### src/rtl/ethernet_info_pkg.sv
// rtl/ethernet_info_pkg.sv - shared TCP descriptor type, flag bits, scheduler states and sequence helpers
package ethernet_info_pkg;

  // Bit positions of the TCP flags inside tcp_packet_info_s.flags
  localparam int FLAG_FIN = 0;
  localparam int FLAG_SYN = 1;
  localparam int FLAG_RST = 2;
  localparam int FLAG_PSH = 3;
  localparam int FLAG_ACK = 4;

  typedef struct packed {
    logic [15:0] src_port;
    logic [15:0] dst_port;
    logic [31:0] seq_num;
    logic [31:0] ack_num;
    logic [7:0]  flags;
    logic [15:0] window;
    logic [15:0] payload_len;
  } tcp_packet_info_s;

  typedef enum logic [1:0] {
    ST_IDLE,
    ST_LAUNCH,
    ST_WAIT_BUSY,
    ST_WAIT_DONE
  } tx_state_e;

  // Wrap-safe a >= b in 32-bit sequence space
  function automatic logic seq_ge(input logic [31:0] a, input logic [31:0] b);
    logic [31:0] diff;
    diff = a - b;
    return ~diff[31];
  endfunction

  // A segment consumes sequence space when it carries data, SYN or FIN
  function automatic logic seg_is_tracked(input tcp_packet_info_s info);
    return (info.payload_len != 16'd0) || info.flags[FLAG_SYN] || info.flags[FLAG_FIN];
  endfunction

  // First sequence number after the segment (modulo 2^32)
  function automatic logic [31:0] seg_end_of(input tcp_packet_info_s info);
    return info.seq_num
         + {16'd0, info.payload_len}
         + {31'd0, info.flags[FLAG_SYN]}
         + {31'd0, info.flags[FLAG_FIN]};
  endfunction

endpackage

### src/rtl/tcp_rto_timer.sv
// rtl/tcp_rto_timer.sv - retransmission timeout counter with clear and expire pulse
module tcp_rto_timer
  import ethernet_info_pkg::*;
#(
  parameter int unsigned RTO_CYCLES = 1000000,
  parameter int unsigned TMR_W      = 32
) (
  input  logic clk,
  input  logic rst_n,
  input  logic clear,
  input  logic run,
  output logic expire
);

  localparam logic [TMR_W-1:0] LAST_COUNT = TMR_W'(RTO_CYCLES - 1);

  logic [TMR_W-1:0] count_q;
  logic [TMR_W-1:0] count_d;

  // Expiry is reported once per run; the owner drops run after seeing it
  assign expire = run && !clear && (count_q == LAST_COUNT);

  // Next count: clear wins, otherwise advance while running and not at the limit
  always_comb begin
    count_d = count_q;
    if (clear) begin
      count_d = '0;
    end else if (run && !expire) begin
      count_d = count_q + 1'b1;
    end
  end

  // Counter register
  always_ff @(posedge clk or negedge rst_n) begin
    if (!rst_n) begin
      count_q <= '0;
    end else begin
      count_q <= count_d;
    end
  end

endmodule

### src/rtl/tcp_tx_scheduler.sv
// rtl/tcp_tx_scheduler.sv - arbitrates retransmit / new segment / pure ACK onto the single tcp_sender
module tcp_tx_scheduler
  import ethernet_info_pkg::*;
#(
  parameter int unsigned RTO_CYCLES  = 1000000,
  parameter int unsigned MAX_RETRIES = 4,
  parameter int unsigned TMR_W       = 32
) (
  input  logic             clk,
  input  logic             rst_n,
  input  logic             seg_valid,
  output logic             seg_ready,
  input  tcp_packet_info_s seg_info,
  input  logic             ack_req,
  input  tcp_packet_info_s ack_info,
  input  logic             rx_ack_valid,
  input  logic [31:0]      rx_ack_num,
  output logic             sender_start,
  output tcp_packet_info_s sender_info,
  input  logic             sender_busy,
  output logic             outstanding,
  output logic [2:0]       retry_count,
  output logic             give_up
);

  localparam logic [2:0] RETRY_LIMIT = 3'(MAX_RETRIES);

  tx_state_e        state_q, state_d;
  tcp_packet_info_s info_q, info_d;
  tcp_packet_info_s slot_q, slot_d;
  tcp_packet_info_s ack_buf_q, ack_buf_d;
  logic [31:0]      seg_end_q, seg_end_d;
  logic             ack_pending_q, ack_pending_d;
  logic             outstanding_q, outstanding_d;
  logic             rtx_due_q, rtx_due_d;
  logic [2:0]       retry_q, retry_d;
  logic             give_up_q, give_up_d;
  logic             tracked_send_q, tracked_send_d;
  logic             timer_active_q, timer_active_d;
  logic             ready_q, ready_d;

  logic tmr_clear;
  logic tmr_run;
  logic tmr_expire;
  logic ack_hit;
  logic accept;

  // A covering ACK for the tracked slot, effective at the next edge
  assign ack_hit = rx_ack_valid && outstanding_q && seq_ge(rx_ack_num, seg_end_q);

  // ready_q keeps seg_ready low during reset; busy blocks acceptance because accept implies launch
  assign seg_ready = ready_q && !sender_busy;
  assign accept    = seg_valid && seg_ready;

  // Timer only runs between the end of a tracked send and its expiry
  assign tmr_run = outstanding_q && timer_active_q && !rtx_due_q;

  tcp_rto_timer #(
    .RTO_CYCLES(RTO_CYCLES),
    .TMR_W     (TMR_W)
  ) u_rto_timer (
    .clk   (clk),
    .rst_n (rst_n),
    .clear (tmr_clear),
    .run   (tmr_run),
    .expire(tmr_expire)
  );

  // Next-state: launch arbitration, sender handshake, timer expiry, ACK retire, ACK coalescing
  always_comb begin
    state_d        = state_q;
    info_d         = info_q;
    slot_d         = slot_q;
    ack_buf_d      = ack_buf_q;
    seg_end_d      = seg_end_q;
    ack_pending_d  = ack_pending_q;
    outstanding_d  = outstanding_q;
    rtx_due_d      = rtx_due_q;
    retry_d        = retry_q;
    give_up_d      = 1'b0;
    tracked_send_d = tracked_send_q;
    timer_active_d = timer_active_q;
    tmr_clear      = 1'b0;

    case (state_q)
      ST_IDLE: begin
        if (!sender_busy) begin
          if (rtx_due_q && !ack_hit) begin
            // Retransmit the stored descriptor unchanged
            info_d         = slot_q;
            retry_d        = retry_q + 3'd1;
            rtx_due_d      = 1'b0;
            tracked_send_d = 1'b1;
            ack_pending_d  = 1'b0;
            state_d        = ST_LAUNCH;
          end else if (accept) begin
            info_d         = seg_info;
            tracked_send_d = seg_is_tracked(seg_info);
            ack_pending_d  = 1'b0;
            state_d        = ST_LAUNCH;
            if (seg_is_tracked(seg_info)) begin
              slot_d        = seg_info;
              seg_end_d     = seg_end_of(seg_info);
              outstanding_d = 1'b1;
              retry_d       = 3'd0;
            end
          end else if (ack_pending_q) begin
            info_d         = ack_buf_q;
            tracked_send_d = 1'b0;
            ack_pending_d  = 1'b0;
            state_d        = ST_LAUNCH;
          end
        end
      end
      ST_LAUNCH: begin
        state_d = ST_WAIT_BUSY;
      end
      ST_WAIT_BUSY: begin
        if (sender_busy) begin
          state_d = ST_WAIT_DONE;
        end
      end
      ST_WAIT_DONE: begin
        if (!sender_busy) begin
          state_d        = ST_IDLE;
          tracked_send_d = 1'b0;
          // Arm the RTO only if the slot survived this send
          if (tracked_send_q && outstanding_q && !ack_hit) begin
            tmr_clear      = 1'b1;
            timer_active_d = 1'b1;
          end
        end
      end
      default: begin
        state_d = ST_IDLE;
      end
    endcase

    // Expiry: retransmit later, or give up once the retry budget is spent
    if (tmr_expire && !ack_hit) begin
      timer_active_d = 1'b0;
      if (retry_q == RETRY_LIMIT) begin
        give_up_d     = 1'b1;
        outstanding_d = 1'b0;
        retry_d       = 3'd0;
      end else begin
        rtx_due_d = 1'b1;
      end
    end

    // Covering ACK retires the slot and overrides any pending retransmit
    if (ack_hit) begin
      outstanding_d  = 1'b0;
      rtx_due_d      = 1'b0;
      retry_d        = 3'd0;
      timer_active_d = 1'b0;
    end

    // Latest pure-ACK request wins; one arriving with a launch stays pending
    if (ack_req) begin
      ack_pending_d = 1'b1;
      ack_buf_d     = ack_info;
    end
  end

  // Readiness for a new segment as seen in the next cycle
  always_comb begin
    ready_d = (state_d == ST_IDLE) && !outstanding_d && !rtx_due_d;
  end

  // State registers; reset abandons any send and the tracked slot
  always_ff @(posedge clk or negedge rst_n) begin
    if (!rst_n) begin
      state_q        <= ST_IDLE;
      info_q         <= '0;
      slot_q         <= '0;
      ack_buf_q      <= '0;
      seg_end_q      <= '0;
      ack_pending_q  <= 1'b0;
      outstanding_q  <= 1'b0;
      rtx_due_q      <= 1'b0;
      retry_q        <= 3'd0;
      give_up_q      <= 1'b0;
      tracked_send_q <= 1'b0;
      timer_active_q <= 1'b0;
      ready_q        <= 1'b0;
    end else begin
      state_q        <= state_d;
      info_q         <= info_d;
      slot_q         <= slot_d;
      ack_buf_q      <= ack_buf_d;
      seg_end_q      <= seg_end_d;
      ack_pending_q  <= ack_pending_d;
      outstanding_q  <= outstanding_d;
      rtx_due_q      <= rtx_due_d;
      retry_q        <= retry_d;
      give_up_q      <= give_up_d;
      tracked_send_q <= tracked_send_d;
      timer_active_q <= timer_active_d;
      ready_q        <= ready_d;
    end
  end

  assign sender_start = (state_q == ST_LAUNCH);
  assign sender_info  = info_q;
  assign outstanding  = outstanding_q;
  assign retry_count  = retry_q;
  assign give_up      = give_up_q;

endmodule

### config.mk
export PLATFORM = sky130hd
export DESIGN_NAME = tcp_tx_scheduler
export DESIGN_NICKNAME = d
export VERILOG_FILES = /design/src/rtl/ethernet_info_pkg.sv /design/src/rtl/tcp_rto_timer.sv /design/src/rtl/tcp_tx_scheduler.sv
export SDC_FILE = /design/constraint.sdc
export NUM_CORES = 1
export LEC_CHECK = 0
export ABC_AREA = 0
export BUFFER_PORTS_ARGS = -buffer_cell sky130_fd_sc_hd__buf_2
export CORE_ASPECT_RATIO = 0.8
export CORE_MARGIN = 2
export CORE_UTILIZATION = 25
export CTS_BUF_LIST = sky130_fd_sc_hd__clkbuf_8
export DETAILED_ROUTE_END_ITERATION = 6
export PLACE_DENSITY_LB_ADDON = 0.08
export SYNTH_ARGS = -nofsm -noshare
export SYNTH_HDL_FRONTEND = slang
export SYNTH_SLANG_ARGS = --single-unit
### constraint.sdc
create_clock -name clk -period 4.37 [get_ports clk]
set_clock_uncertainty 0.1 [all_clocks]
set_input_delay 0.2185 -clock clk [delete_from_list [all_inputs] [get_ports clk]]
set_output_delay 0.2185 -clock clk [all_outputs]
set_load 0.005 [all_outputs]
==> results.sh, run 1 <==
export IMPL_async_flop_share=1.000
export IMPL_ir_worst_vdd_mv=0.2063
export IMPL_wl_per_cell_um=19.42
export IMPL_layout_drive_gt1_share=0.2646
export IMPL_placed_area_um2=27040
export IMPL_grt_total_usage=0.1764
export IMPL_total_power_w=0.01665
export IMPL_die_area_um2=95230
export IMPL_ys_top_cells_by_count="nand2_1, dfrtp_1, mux2i_1, mux2_2, o221ai_1"
export IMPL_p_per_area_nw_per_um2=518.3
export IMPL_synth_top_area_frac=0.5223
export IMPL_routed_wl_um=83960
export IMPL_fin_cells=4324
export IMPL_holdCritPathClass="input port to async pin"
export IMPL_fin_crit_ns=3.680
export IMPL_worstPathRequired_ns=4.85
export IMPL_drv_cap=0
export IMPL_final_cell_area_um2=32120
export IMPL_htree_levels=3
export IMPL_synth_area_leaders="dfrtp_1, nand2_1, mux2_2, mux2i_1, ha_1"
export IMPL_post_cts_buffers=0
export IMPL_gr_total_overflow=0
export IMPL_area_growth_pct=38.52
export IMPL_slew_viol_final=0
export IMPL_syn_avg_cell_area_um2=10.26
export IMPL_dr_pass1_iters=6
export IMPL_cts_buffers=92
export IMPL_place_inst=3837
export IMPL_seq_area_frac_synth=0.5223
export IMPL_tns_ns=0
export IMPL_cellLeakagePower_nw=14.82
export IMPL_initial_core_util=0.2533
export IMPL_ys_warnings_count=0
export IMPL_synth_most_common_cell="nand2_1"
export IMPL_drc=0
export IMPL_antenna_found_initial=12
export IMPL_layout_nets=3420
export IMPL_postSynthNetCount=2642
export IMPL_synth_area_um2=23190
export IMPL_clkTransAtPathRegs_ns=0.06
export IMPL_worst_slew_pin_slew_ns=0.9472
export IMPL_worstSetupPathType="register to register"
export IMPL_relSlewSlack=0.3662
export IMPL_cts_root_buf="clkbuf_8"
export IMPL_cp_max_fo=25
export IMPL_fmax_ghz=0.2717
export IMPL_synthCells=2261
export IMPL_cts_hold_buf=320
export IMPL_hold_viol=0
export IMPL_crit_path_end_kind="register"
export IMPL_top_layer="met5"
export IMPL_dp_hpwl_um=55740
export IMPL_clockBufferDepth=3
export IMPL_worst_skew_pair_late_latency_ns=0.71
export IMPL_yosys_area_top_type="dfrtp_1"
export IMPL_yosysUniqueCellTypes=60
export IMPL_cts_tree="yes"
export IMPL_rsz0062_at_grt="false"
export IMPL_rows=99
export IMPL_route_met3_wl_um=4466
export IMPL_port_buffers=452
export IMPL_ant_nets=0
export IMPL_setup_viol=0
export IMPL_die_h_um=276.4
export IMPL_core_area_um2=91540
export IMPL_cts_resized=0
export IMPL_io_pins=453
export IMPL_num_vias=19711
export IMPL_n_fill_cell=9360
export IMPL_start_kind="register"
export IMPL_vias_per_cell=4.559
export IMPL_die_w_um=344.5
export IMPL_worst_ep_arrival_time_ns=4.16
export IMPL_wl_met2_um=38590
export IMPL_outcome="complete, no violations"
export IMPL_gp_congestion=0.7852
export IMPL_grt_pass1_wl_um=129300
export IMPL_grt_pass1_vias=21082
export IMPL_grt_start_max_net_pins=97
export IMPL_synth_seq_cells=484
export IMPL_wl_met1_um=38490
export IMPL_finalCritPeriodShare=0.8421
export IMPL_ys_dominant_reg_cell="dfrtp_1"
export IMPL_drt_iter0_markers=937
export IMPL_rrSetupSlack_ns=0.69
export IMPL_cts_sinks=484
export IMPL_synth_edf_count=0
-- power by group --
part	switching, W	leakage (nW)	internal, W
clock network	0.00210	1.07	0.00251
registers	0.000939	5.91	0.00603
logic	0.00272	7.84	0.00235
-- cell type report --
cell class,instances,area (µm²),area share
Clock inverter,44,252.7,0.007868
Sequential cell,484,12110,0.3770
Inverter,43,161.4,0.005025
Timing Repair Buffer,820,6067,0.1889
Clock buffer,117,1610,0.05013
Antenna cell,6,15.01,0.0004674
Multi-Input combinational cell,1598,10390,0.3234
Tap cell,1212,1516,0.04721
-- flip-flops by register name (all words and copies together) (netlist names), 2 cells and up --
register             count
state_q                  2
seg_end_q               32
u_rto_timer.count_q     32
sender_info            136
slot_q                 136
retry_count              3
ack_buf_q              136
-- critical path, stage by stage, from the launching register on --
cell       delay [ns]
dfrtp_1          0.34
inv_1            0.05
ha_1             0.28
a21o_1           0.18
a221o_1          0.32
a211oi_1         0.23
nand3_1          0.24
a2111oi_4        0.69
nor3_2           0.19
or2_4            0.36
buf_12           0.21
buf_12           0.19
o221ai_1         0.16
-- routing by layer --
layer / vias up / track usage
met5: - / 0
met4: 14 / 0.05563
met3: 148 / 0.04229
met2: 425 / 0.2786
met1: 9774 / 0.2368
li1: 9350 / -
-- cells in the final DEF (no fill, tap or decap), types with 23 or more instances in the layout --
| master | n |
|---|---|
| mux2i_1 | 138 |
| xnor2_1 | 36 |
| buf_4 | 30 |
| ha_1 | 69 |
| o221ai_2 | 40 |
| clkbuf_8 | 117 |
| nand3_1 | 29 |
| a21oi_1 | 29 |
| nor2_1 | 68 |
| buf_2 | 450 |
| dfrtp_1 | 484 |
| nand2_1 | 754 |
| mux2_2 | 136 |
| xor2_1 | 23 |
| o21ai_0 | 52 |
| o221ai_1 | 96 |
| inv_1 | 70 |
| dlygate4sd3_1 | 320 |
-- worst paths after layout --
kind,start,endpoint,depth (start not counted)
min,rst_n,seg_end_q[25]$_DFFE_PN0P_,2
max,seg_end_q[16]$_DFFE_PN0P_,sender_info[25]$_DFFE_PN0P_,12
min in group clk,seg_info[70],slot_q[70]$_DFFE_PN0P_,4
max in group asynchronous,rst_n,ack_buf_q[128]$_DFFE_PN0P_,3
max reg2reg,seg_end_q[16]$_DFFE_PN0P_,sender_info[25]$_DFFE_PN0P_,12
min reg2reg,slot_q[50]$_DFFE_PN0P_,sender_info[50]$_DFFE_PN0P_,2
-- cell families (layout without fill, tap and decap cells) --
kind of cell,after synthesis,after routing,synth area share
fa+ha+maj,71,71,0.03896
flops,484,484,0.5223
buf+inv,179,1024,0.03210
mux,274,274,0.1256
other cells,0,6,0
simple gates,926,926,0.1607
compound gates,268,268,0.09804
xor+xnor,59,59,0.02228
-- through the flow --
step | hold slack, ns | setup slack (ns) | utilization
4_1_cts | 0.03239 | 0.6294 | 0.3507
3_3_place_gp | 0.2356 | 0.6857 | 0.2954
2_1_floorplan | -0.1771 | 1.358 | -
6_report | 0.05210 | 0.6900 | 0.3509
3_5_place_dp | 0.2302 | 0.6695 | 0.2954
5_1_grt | 0.07935 | 0.5034 | 0.3508
Power figures use the tool's default switching activity.
==> inputs of run 2 (changes only) <==
Settings changed: ABC_AREA 0 to 1.
Clock period 4.37 ns to 3.6 ns, I/O delays scaled along.
==> run 2 against run 1 <==
  * Sequential share of layout area is 1.6 points lower
  * Sequential power increased by 20%
  * Worst hold slack improved by 0.061 ns
  * Non-clock buffer count fell by 12
  * Via count increased by 20%
  * Flip-flop and latch count unchanged
  * Critical path type is now input port to register
  * First-iteration DRC count grew 39%
  * Register-to-register slack worse by 0.32 ns
  * Synthesized cell count rose by 48%
  * Largest cell class unchanged
==> results.sh, run 2 <==
export IMPL_rows=103
export IMPL_gp_congestion=0.8246
export IMPL_gr_total_overflow=0
export IMPL_dp_hpwl_um=63990
export IMPL_holdCritPathClass="input port to async pin"
export IMPL_io_pins=453
export IMPL_synth_seq_cells=484
export IMPL_outcome="complete, no violations"
export IMPL_worst_ep_arrival_time_ns=3.85
export IMPL_worst_slew_pin_slew_ns=1.082
export IMPL_area_growth_pct=35.10
export IMPL_cts_buffers=92
export IMPL_drv_cap=0
export IMPL_die_w_um=356.2
export IMPL_synth_area_um2=24800
export IMPL_postSynthNetCount=3734
export IMPL_port_buffers=452
export IMPL_vias_per_cell=4.332
export IMPL_fin_crit_ns=3.374
export IMPL_start_kind="input port"
export IMPL_synth_top_area_frac=0.4883
export IMPL_die_h_um=285.7
export IMPL_rr_startpoint="seg_end_q[6]$_DFFE_PN0P_"
export IMPL_drt_iter0_markers=1300
export IMPL_reg2regPathDepth=19
export IMPL_slew_viol_final=0
export IMPL_tns_ns=0
export IMPL_layout_drive_gt1_share=0.1575
export IMPL_grt_total_usage=0.1869
export IMPL_yosysUniqueCellTypes=36
export IMPL_synthCells=3353
export IMPL_ir_worst_vdd_mv=0.4972
export IMPL_rsz0062_at_grt="false"
export IMPL_htree_levels=3
export IMPL_worstSetupPathType="input port to register"
export IMPL_finalCritPeriodShare=0.9371
export IMPL_layout_nets=4457
export IMPL_wl_per_cell_um=17.54
export IMPL_synth_most_common_cell="nand2_1"
export IMPL_rr_endpoint="sender_info[55]$_DFFE_PN0P_"
export IMPL_yosys_area_top_type="dfrtp_1"
export IMPL_setup_viol=0
export IMPL_worstPathRequired_ns=4.08
export IMPL_worst_skew_pair_late_latency_ns=0.70
export IMPL_worstPathCellList="dlygate4sd3_1 > buf_2 > fa_1 > ha_1 > inv_1 > fa_1 > nand3b_1 > nand2_2 > a31oi_1 > o21ai_1 > buf_4 > a21oi_2 > nor3_2 > xor2_1 > dlygate4sd3_1 > nand2_1 > nand2_1"
export IMPL_ys_dominant_reg_cell="dfrtp_1"
export IMPL_grt_pass1_wl_um=147100
export IMPL_clkTransAtPathRegs_ns=0.06
export IMPL_syn_avg_cell_area_um2=7.397
export IMPL_cpPeakStageDelay_ns=0.55
export IMPL_grt_start_max_net_pins=194
export IMPL_cellLeakagePower_nw=17.82
export IMPL_cp_slowest_cell="dlygate4sd3_1"
export IMPL_async_flop_share=1.000
export IMPL_initial_core_util=0.2519
export IMPL_seq_area_frac_synth=0.4883
export IMPL_num_vias=23633
export IMPL_ant_nets=0
export IMPL_clockBufferDepth=3
export IMPL_cts_sinks=484
export IMPL_n_fill_cell=10767
export IMPL_cts_root_buf="clkbuf_8"
export IMPL_final_cell_mix="nand2_1, dfrtp_1, o21ai_0"
export IMPL_die_area_um2=101800
export IMPL_final_common_cell="nand2_1"
export IMPL_post_cts_buffers=0
export IMPL_rrSetupSlack_ns=0.37
export IMPL_p_per_area_nw_per_um2=592.5
export IMPL_relSlewSlack=0.2785
export IMPL_routed_wl_um=95660
export IMPL_core_area_um2=98460
export IMPL_fmax_ghz=0.2964
export IMPL_ys_top_cells_by_count="nand2_1, dfrtp_1, o21ai_0, inv_1, clkbuf_1"
export IMPL_synth_area_leaders="dfrtp_1, nand2_1, o21ai_0, inv_1, ha_1"
export IMPL_placed_area_um2=28650
export IMPL_cts_tree="yes"
export IMPL_ys_warnings_count=0
export IMPL_hold_viol=0
export IMPL_cp_max_fo=4
export IMPL_crit_path_end_kind="register"
export IMPL_synth_edf_count=0
export IMPL_antenna_found_initial=12
export IMPL_post_route_util=0.3403
export IMPL_dr_pass1_iters=6
export IMPL_drc=0
export IMPL_grt_pass1_vias=24087
export IMPL_final_cell_area_um2=33510
-- run 2: cell count changes in the layout (fill, tap and decap cells not counted), sizes merged, moves of 10 or more --
cell         before   now
nand2           754  1571
nand4             9    35
dlygate4sd3     320   298
nand3            29    48
xnor2            36    12
buf             500   510
inv              73   293
mux2            136     0
nor3             11    33
nor2b            10     0
mux2i           138     0
o221ai          136     0
o21ai            53   483
-- run 2: worst max-delay path: cells and delay by family --
| kind | cells | cell delay (ns) |
|---|---|---|
| buffers and inverters | 5 | 1.53 |
| adder cells (fa/ha/maj) | 3 | 0.87 |
| AO/OA/AOI/OAI | 3 | 0.73 |
| AND/OR/NAND/NOR | 5 | 0.38 |
| XOR/XNOR | 1 | 0.14 |
-- run 2: area by class of cell --
type                       count  area, µm²  area share
timing repair buffer         808       5963      0.1780
sequential                   484      12110      0.3614
multi-input combinational   2426      10960      0.3270
tap                         1312       1642     0.04899
clock buffer                 113       1555     0.04641
clock inverter                44      269.0    0.008028
inverter                     264       1001     0.02987
antenna                        4      10.01   0.0002987
-- run 2: report_power, final --
part | leakage (nW) | internal (W) | switching, W | total (W)
clock network | 1.04 | 0.00296 | 0.00258 | 0.00554
registers | 6.12 | 0.00728 | 0.00105 | 0.00832
logic | 10.7 | 0.00231 | 0.00368 | 0.00599
total | 17.8 | 0.0125 | 0.00731 | 0.0199
-- run 2: kinds of logic after synthesis --
kind of cell / after synthesis / synth area share
buffers and inverters: 443 / 0.07158
adders and majority gates: 71 / 0.03642
xor gates and xnor gates: 39 / 0.01377
DFF: 484 / 0.4883
and+or+nand+nor: 1778 / 0.2796
AOI/OAI and AO/OA: 538 / 0.1103
-- run 2: layer usage --
metal | wire length (µm) | up-vias | track usage
met5 | 93 | - | 0
met4 | 2315 | 14 | 0.05105
met3 | 3729 | 144 | 0.03049
met2 | 42600 | 481 | 0.2946
met1 | 46920 | 10992 | 0.2641
li1 | - | 12002 | -
-- run 2: timing repair --
item,CTS,global route
setup endpoints to repair,0,1
hold endpoints to repair,916,0
hold buffers,299,0
gates resized for setup,0,4
-- run 2: worst max-delay path by stage --
| stage | end | startpoint |
|---|---|---|
| after floorplan | seg_end_q[26]$_DFFE_PN0P_ | seg_info[0] |
| after global placement | seg_end_q[26]$_DFFE_PN0P_ | seg_info[32] |
| after detailed placement | seg_end_q[26]$_DFFE_PN0P_ | seg_info[32] |
| after CTS | seg_end_q[24]$_DFFE_PN0P_ | seg_info[32] |
| after global routing | seg_end_q[24]$_DFFE_PN0P_ | seg_info[32] |
| final | seg_end_q[24]$_DFFE_PN0P_ | seg_info[32] |
-- run 2: through the flow --
| step | worst slack (ns) | total power [W] | instances | hold slack (ns) |
|---|---|---|---|---|
| after floorplan | 0.7858 | 0.01150 | 3353 | -0.2156 |
| final | 0.2265 | 0.01985 | 5455 | 0.1128 |
| after CTS | 0.02087 | 0.02027 | 5451 | 0.01210 |
| after global routing | 0.02354 | 0.02153 | 5455 | 0.04104 |
| after global placement | 0.1995 | 0.01427 | 4995 | 0.09011 |
| after detailed placement | 0.1252 | 0.01426 | 4995 | 0.08635 |
==> inputs of run 3 (changes only) <==
Settings changed: CORE_UTILIZATION 25 to 57.
==> run 3 against run 2 <==
  * The run now ends with negative hold slack left
  * Register-to-register slack lost 0.13 ns
  * Wire length shrank 11%
  * Total power shrank 2.7%
  * Setup slack lost 0.060 ns
  * First-iteration DRC count grew 75%
  * Sequential power grew 1%
  * Combinational power grew 0.7%
  * Critical path depth shrank 1
  * Utilization grew 41 points
  * Clock-buffer cell count shrank 13
  * Non-clock buffer count grew 10
  * Largest cell class unchanged
  * Highest routed layer is now met4
==> results.sh, run 3 (same netlist as run 2, synthesis figures left out) <==
export IMPL_outcome="complete, but fails checks"
export IMPL_violations="negative hold slack"
export IMPL_routed_wl_um=85030
export IMPL_relSlewSlack=0.3000
export IMPL_gp_congestion=0.9554
export IMPL_gr_total_overflow=0
export IMPL_crit_path_end_kind="register"
export IMPL_core_area_um2=43050
export IMPL_post_cts_buffers=0
export IMPL_ff_latch_area_um2=12110
export IMPL_ir_worst_vdd_mv=0.5270
export IMPL_antenna_found_initial=3
export IMPL_placed_area_um2=27420
export IMPL_grtUsageMet2=0.6074
export IMPL_die_h_um=190.6
export IMPL_cp_max_fo=3
export IMPL_cts_root_buf="clkbuf_8"
export IMPL_htree_levels=3
export IMPL_die_area_um2=45210
export IMPL_final_common_cell="nand2_1"
export IMPL_place_ws_ns=0.1565
export IMPL_holdCritPathClass="input port to register"
export IMPL_die_w_um=237.2
export IMPL_port_buffers=452
export IMPL_start_kind="input port"
export IMPL_worstPathRequired_ns=4.04
export IMPL_cts_tree="yes"
export IMPL_ant_nets=0
export IMPL_clockBufferDepth=3
export IMPL_initial_core_util=0.5761
export IMPL_cts_buffers=78
export IMPL_final_cell_area_um2=32380
export IMPL_num_vias=25842
export IMPL_grt_pass1_wl_um=134200
export IMPL_finalCritPeriodShare=0.9537
export IMPL_layout_drive_gt1_share=0.1482
export IMPL_vias_per_cell=5.508
export IMPL_p_per_area_nw_per_um2=596.4
export IMPL_met1_usage=0.4816
export IMPL_clkTransAtPathRegs_ns=0.06
export IMPL_worst_ep_arrival_time_ns=3.87
export IMPL_drc=0
export IMPL_wl_per_cell_um=18.12
export IMPL_setup_viol=0
export IMPL_hold_viol=1
export IMPL_layout_nets=4453
export IMPL_dr_pass1_iters=6
export IMPL_slew_viol_final=0
export IMPL_dp_hpwl_um=50420
export IMPL_drv_cap=0
export IMPL_met3_usage=0.08353
export IMPL_place_inst=4218
export IMPL_final_cell_mix="nand2_1, dfrtp_1, o21ai_0"
export IMPL_cellLeakagePower_nw=17.72
export IMPL_cts_sinks=484
export IMPL_n_fill_cell=3171
export IMPL_fin_cells=4692
export IMPL_area_growth_pct=30.57
export IMPL_drt_iter0_markers=2275
export IMPL_setup_slack_ns=0.1667
export IMPL_grt_pass1_vias=25773
export IMPL_worst_skew_pair_late_latency_ns=0.67
export IMPL_worst_slew_pin_slew_ns=1.050
export IMPL_rows=68
export IMPL_fmax_ghz=0.2913
export IMPL_fin_crit_ns=3.433
export IMPL_hold_ws_ns=-0.008807
export IMPL_gr_max_usage_layer="met2"
export IMPL_io_pins=453
export IMPL_worstSetupPathType="input port to register"
export IMPL_grt_total_usage=0.3743
export IMPL_multi_input_area_um2=10960
export IMPL_grt_start_max_net_pins=205
[run 3: cell types whose count changed in the layout (fill, tap and decap cells not counted), sizes merged]
cell	before	now
dlygate4sd3	298	334
buf	510	484
clkbuf	113	100
inv	293	289
clkinvlp	4	2
diode	4	2
bufinv	2	1
clkinv	9	10
[run 3: critical path, stage by stage]
cell           delay [ns]
dlygate4sd3_1        0.55
buf_2                0.14
ha_1                 0.32
inv_1                0.07
fa_1                 0.44
nand3b_1             0.17
nand2_1              0.13
a31oi_1              0.15
o21ai_1              0.29
a21oi_1              0.21
buf_4                0.19
nor2_1               0.22
nand2_1              0.09
nand3_1              0.08
dlygate4sd3_1        0.54
nand3_1              0.07
[run 3: timing repair]
item	4_1_cts	5_1_grt
hold endpoints to repair	607	0
resized for setup	0	8
hold buffers	334	0
endpoints found under the setup margin	0	78
[run 3: worst paths after layout]
check                                           start                     endpoint  slack (ns)  depth (start not counted)
max                                       seg_info[1]    seg_end_q[28]$_DFFE_PN0P_        0.17                         16
min                                    rx_ack_num[31]   timer_active_q$_DFFE_PN0P_      -0.009                          7
max reg2reg                 seg_end_q[14]$_DFFE_PN0P_    seg_end_q[26]$_DFFE_PN0P_        0.24                         18
min reg2reg                ack_buf_q[112]$_DFFE_PN0P_   ack_buf_q[112]$_DFFE_PN0P_        0.37                          2
max in group asynchronous                       rst_n    ack_buf_q[76]$_DFFE_PN0P_        2.35                          3
min in group asynchronous                       rst_n  sender_info[96]$_DFFE_PN0P_        0.02                          2
[run 3: power breakdown]
| part | internal [W] | leakage (nW) | total (W) | switching [W] |
|---|---|---|---|---|
| clock network | 0.00258 | 0.908 | 0.00488 | 0.00231 |
| logic | 0.00231 | 10.7 | 0.00603 | 0.00372 |
| registers | 0.00727 | 6.12 | 0.00840 | 0.00112 |
[run 3: layout make-up]
class	instances	area share
Antenna cell	2	0.0001545
Clock buffer	100	0.04250
Clock inverter	38	0.006607
Inverter	264	0.03083
Multi-Input combinational cell	2426	0.3385
Sequential cell	484	0.3740
Tap cell	560	0.02164
Timing Repair Buffer	818	0.1858
[run 3: through the flow]
stage	setup TNS (ns)	utilization	total power, W	hold WS (ns)
after floorplan	0	-	0.01150	-0.2156
after global placement	0	0.6369	0.01362	0.1811
after detailed placement	0	0.6369	0.01388	0.1746
after CTS	0	0.7515	0.01909	0.005301
after global routing	-0.002356	0.7522	0.02054	0.02310
final	0	0.7522	0.01931	-0.008807
[run 3: metal layers]
metal	vias to the layer above	wire (µm)
met5	-	0
met4	0	4256
met1	12129	33930
met2	1380	39450
met3	358	7392
li1	11975	-
